`src/rtl/game_pkg.sv`:
```
// Shared game-side types and helpers: health FSM states and the lives-to-heart mask.
package game_pkg;

  typedef enum logic [1:0] {
    IDLE   = 2'd0,
    ALIVE  = 2'd1,
    INVULN = 2'd2,
    DEAD   = 2'd3
  } health_state_t;

  localparam int MAX_HEALTH_C = 3;

  function automatic logic [2:0] health_mask(input logic [1:0] lives);
    logic [2:0] mask;
    case (lives)
      2'd3:    mask = 3'b111;
      2'd2:    mask = 3'b011;
      2'd1:    mask = 3'b001;
      default: mask = 3'b000;
    endcase
    return mask;
  endfunction

endpackage

```
`src/rtl/health_ctl.sv`:
```
// Player hit-point owner: lives, hits/heals, post-hit invulnerability with a blinking
// heart, and the registered heart mask / game-over flag for the heart-drawing stage.
module health_ctl
  import game_pkg::*;
#(
  parameter int MAX_HEALTH    = MAX_HEALTH_C,
  parameter int INVULN_FRAMES = 120,
  parameter int BLINK_LOG2    = 3
) (
  input  logic       clk,
  input  logic       rst,
  input  logic       start_game,
  input  logic       vsync,
  input  logic       hit,
  input  logic       heal,
  output logic [2:0] health_en,
  output logic       invuln,
  output logic       game_over
);

  localparam int INV_W = $clog2(INVULN_FRAMES + 1);
  localparam int FC_W  = BLINK_LOG2 + 1;
  localparam logic [1:0]       MAX_L    = 2'(MAX_HEALTH);
  localparam logic [INV_W-1:0] INV_LOAD = INV_W'(INVULN_FRAMES);

  health_state_t    state_q, state_d;
  logic [1:0]       lives_q, lives_d;
  logic [INV_W-1:0] inv_cnt_q, inv_cnt_d;
  logic [FC_W-1:0]  frame_cnt_q, frame_cnt_d;
  logic             vsync_q;
  logic [2:0]       health_en_q, health_en_d;
  logic             invuln_q, invuln_d;
  logic             game_over_q, game_over_d;
  logic             frameTick;
  logic [2:0]       blinkBit;

  assign frameTick = vsync & ~vsync_q;

  always_ff @(posedge clk or posedge rst) begin
    if (rst) begin
      state_q     <= IDLE;
      lives_q     <= MAX_L;
      inv_cnt_q   <= '0;
      frame_cnt_q <= '0;
      vsync_q     <= 1'b0;
      health_en_q <= health_mask(MAX_L);
      invuln_q    <= 1'b0;
      game_over_q <= 1'b0;
    end else begin
      state_q     <= state_d;
      lives_q     <= lives_d;
      inv_cnt_q   <= inv_cnt_d;
      frame_cnt_q <= frame_cnt_d;
      vsync_q     <= vsync;
      health_en_q <= health_en_d;
      invuln_q    <= invuln_d;
      game_over_q <= game_over_d;
    end
  end

  // Dropping start_game aborts any running game and outranks hit/heal in the same cycle.
  always_comb begin
    state_d     = state_q;
    lives_d     = lives_q;
    inv_cnt_d   = inv_cnt_q;
    frame_cnt_d = frameTick ? frame_cnt_q + FC_W'(1) : frame_cnt_q;
    case (state_q)
      IDLE: begin
        lives_d   = MAX_L;
        inv_cnt_d = '0;
        if (start_game) state_d = ALIVE;
      end
      ALIVE: begin
        if (!start_game) begin
          state_d = IDLE;
          lives_d = MAX_L;
        end else if (hit) begin
          lives_d = lives_q - 2'd1;
          if (lives_q == 2'd1) begin
            state_d = DEAD;
          end else begin
            state_d     = INVULN;
            inv_cnt_d   = INV_LOAD;
            frame_cnt_d = '0;
          end
        end else if (heal && lives_q < MAX_L) begin
          lives_d = lives_q + 2'd1;
        end
      end
      INVULN: begin
        if (!start_game) begin
          state_d = IDLE;
          lives_d = MAX_L;
        end else begin
          if (heal && lives_q < MAX_L) lives_d = lives_q + 2'd1;
          if (frameTick) begin
            if (inv_cnt_q <= INV_W'(1)) begin
              state_d   = ALIVE;
              inv_cnt_d = '0;
            end else begin
              inv_cnt_d = inv_cnt_q - INV_W'(1);
            end
          end
        end
      end
      DEAD: begin
        if (!start_game) begin
          state_d = IDLE;
          lives_d = MAX_L;
        end
      end
      default: state_d = IDLE;
    endcase
  end

  // The just-lost heart sits one position above the lit ones; at full health it falls off the mask.
  always_comb begin
    health_en_d = health_mask(MAX_L);
    invuln_d    = 1'b0;
    game_over_d = 1'b0;
    blinkBit    = (lives_q == 2'd3) ? 3'b000 : (3'b001 << lives_q);
    case (state_q)
      IDLE:   health_en_d = health_mask(MAX_L);
      ALIVE:  health_en_d = health_mask(lives_q);
      INVULN: begin
        invuln_d    = 1'b1;
        health_en_d = health_mask(lives_q) | (frame_cnt_q[BLINK_LOG2] ? 3'b000 : blinkBit);
      end
      DEAD: begin
        health_en_d = 3'b000;
        game_over_d = 1'b1;
      end
      default: health_en_d = health_mask(MAX_L);
    endcase
  end

  assign health_en = health_en_q;
  assign invuln    = invuln_q;
  assign game_over = game_over_q;

endmodule

```
`config.mk`:
```
export PLATFORM = sky130hd
export DESIGN_NAME = health_ctl
export DESIGN_NICKNAME = d
export VERILOG_FILES = /design/src/rtl/game_pkg.sv /design/src/rtl/health_ctl.sv
export SDC_FILE = /design/constraint.sdc
export NUM_CORES = 1
export LEC_CHECK = 0
export ABC_AREA = 1
export ABC_CLOCK_PERIOD_IN_PS = 4100
export CAP_MARGIN = 20
export CORE_ASPECT_RATIO = 1.4
export CORE_MARGIN = 1
export CORE_UTILIZATION = 40
export CTS_BUF_LIST = sky130_fd_sc_hd__clkbuf_2 sky130_fd_sc_hd__clkbuf_4 sky130_fd_sc_hd__clkbuf_8
export DETAILED_ROUTE_END_ITERATION = 8
export MAX_ROUTING_LAYER = met4
export PLACE_DENSITY = 0.59
export SLEW_MARGIN = 10
export SYNTH_ARGS = -nofsm -noshare
export SYNTH_HDL_FRONTEND = slang
export SYNTH_SLANG_ARGS = --single-unit
```
`constraint.sdc`:
```
create_clock -name clk -period 4.1 [get_ports clk]
set_input_delay 1.23 -clock clk [delete_from_list [all_inputs] [get_ports clk]]
set_output_delay 1.23 -clock clk [all_outputs]
set_load 0.01 [all_outputs]
```
==> flow_summary.toml <==
[synth]
synth_fp_nets = 196
ys_seq_area_frac = 0.375
yosysUniqueCellTypes = 32
synth_xor_area_frac = 0.0247
yosys_warnings = 0
avgSynthCellArea_sq_um = 8.05
synth-adder-area-share = 0.124
synth_area_sq_mm = 0.00142
ys_seq_elements = 21
synthSimpleGateAreaFrac = 0.321
synth_compound_area_frac = 0.0759
synth_top_family_by_area = "simple AND/OR/NAND/NOR gates"
synth_mux_area_frac = 0
syn_inst = 176

[power]
power_density_mw_per_mm2 = 798
peakVddDrop_uv = 373
p_leak_uw = 0.000845
p_total_uw = 1280

[routing]
vias = 1150
wl_per_cell_um = 12.2
drt-initial-drc-count = 36
routed_wl_um = 2790
detail-route-antenna-nets = 0
drc = 0
avgViaCountPerCell = 5.02
first_pass_iters = 4

[cells_and_area]
area_delta_synth_final_pct = 13.2
diodes = 0
nets = 210
fin_cells = 229
post-route-cell-area_sq_mm = 0.00161
final_cell_mix = "49 x nand2_1, 22 x inv_1, 16 x dfrtp_1"
drive_gt1_frac = 0.138
final_common_cell = "nand2_1"

[global_route]
grt_use_total = 0.177
grt_pass1_vias = 1179
grt.overflow.total = 0
grt_max_degree = 22
antenna_found_initial = 0
grt_pass1_wl_um = 4880

[worst_setup_path]
cp.buffers_inverters = 1
critPathTopFamily = "buffers and inverters"
cp-start-kind = "flop"
slowest_delay_ns = 0.53
crit_chain = "clkdlybuf4s50_1"
critPathMaxFanout = 1
cp.arrival_ns = 1.30
critical_path_class = "reg -> out"
crit_required_ns = 2.87
slowest_stage = "clkdlybuf4s50_1"
critPathCaptureType = "output port"

[sta]
skew_ns = 0.00572
setup-violations-final = 0
fin_crit_sh = 0.618
tns_ns = 0
rsz0062_at_grt = "false"
tightest_slew_ns = 0.815
layout_setup_ws_ns = 1.57
finalMaxSlewViolations = 0
min_period_ns = 2.53
fmax_ghz = 0.395
finalHoldViolCount = 0
slew_headroom = 0.456

[floorplan]
row_count = 25
pin_count = 11
core_area_sq_mm = 0.00338
die-area_sq_mm = 0.00379
die_height_um = 72.4
initial_core_util = 0.420
die-width_um = 52.3

[clock_network]
cts_max_path_buffers = 2
clkTransAtPathRegs_ns = 0.07
cts_buffers = 3
cts_tree = "done"
cts_root_buf = "clkbuf_8"
cts-resized-gates = 0
cts_hold_buffers = 0
clk_latency_ns = 0.25
cts_htree_levels = 1
clock-sinks = 21
post_cts_buffers = 0

[flow_run]
cap_violations = 0

[place]
portBuffers = 10
hpwl_um = 2230
gp_congestion = 0.876
dpl_cell_area_sq_mm = 0.00156
pre_cts_slack_ns = 1.49
placed_cells = 225

[worst_hold_path]
hp-class = "reg -> reg"

[outcome]
outcome = "completed"
[routing by layer]
metal	global-route usage	wire length (um)	vias up
met2	0.340	1560	22
li1	-	-	581
met5	-	0	-
met4	0.0848	36	0
met1	0.165	1130	543
met3	0.0210	66	4
[power by group]
group          internal [uW]  switching [uW]  total, uW
Clock                   75.7            61.1        137
Combinational            297             477        774
Sequential               306            65.3        371
[cell usage after synthesis (all sizes together)]
| cell | count | share of area |
|---|---|---|
| buf | 1 | 0.0079 |
| a31oi | 1 | 0.0044 |
| o22ai | 2 | 0.0088 |
| nand2 | 54 | 0.16 |
| or2 | 1 | 0.0044 |
| xnor2 | 2 | 0.012 |
| nor3b | 1 | 0.0053 |
| a21o | 1 | 0.0053 |
| o211ai | 2 | 0.011 |
| nor2 | 20 | 0.086 |
| inv | 25 | 0.068 |
| clkinv | 1 | 0.0035 |
| ha | 14 | 0.12 |
| nand4 | 3 | 0.013 |
| nand3 | 10 | 0.039 |
| a22oi | 1 | 0.0053 |
| dfstp | 5 | 0.093 |
| o311ai | 1 | 0.0062 |
| xor2 | 2 | 0.012 |
| a21oi | 2 | 0.0071 |
| nor3 | 3 | 0.011 |
| o21ai | 8 | 0.028 |
| dfrtp | 16 | 0.28 |
[metrics by stage]
stage | hold slack [ns] | util
global route | 0.559 | 0.475
finish | 0.541 | 0.475
detailed placement | 0.526 | 0.461
CTS | 0.546 | 0.475
global placement | 0.516 | 0.461
floorplan | 0.471 | -
[worst reg2reg max path, cell delays in order, from the launching register on]
cell and delay (ns):
dfrtp_1 0.42, inv_1 0.09, ha_1 0.40, clkinv_2 0.16, nand2_4 0.11, nand2_4 0.06
nand2_4 0.08, nor2_8 0.06, a21o_1 0.15, nand2_1 0.07, inv_1 0.04
[cells by family (layout without fill, tap and decap cells)]
logic type,after synthesis,in the layout
flops,21,21
compound gates,18,18
simple gates,92,92
xor+xnor,4,4
buf+inv,27,40
fa+ha+maj,14,14
[layout make-up]
cell class | instances | area, sq um
clock buffers | 4 | 48.8
fillers | 342 | 1770
flip-flops and latches | 21 | 532
inverters | 26 | 101
repair buffers | 10 | 100
well taps | 40 | 50.0
multi-input cells | 128 | 773
[sequential cells by signal, summed over array words and instances, names as in the netlist]
name / flops
inv_cnt_q: 7
invuln: 1
state_q: 2
vsync_q: 1
health_en: 3
frame_cnt_q: 4
game_over: 1
lives_q: 2
[path summary, 6_finish.rpt]
path	slack, ns	end	depth (start not counted)	from
min in group asynchronous	1.43	inv_cnt_q[3]$_DFFE_PP0P_	2	rst
min reg2reg	0.54	state_q[0]$_DFFE_PP0P_	2	state_q[0]$_DFFE_PP0P_
max in group asynchronous	2.16	inv_cnt_q[0]$_DFFE_PP0P_	2	rst
max	1.57	health_en[1]	1	health_en[1]$_DFF_PP1_
max reg2reg	2.36	inv_cnt_q[2]$_DFFE_PP0P_	10	state_q[0]$_DFFE_PP0P_
min	0.54	state_q[0]$_DFFE_PP0P_	2	state_q[0]$_DFFE_PP0P_
(Power assumes the default switching activity.)
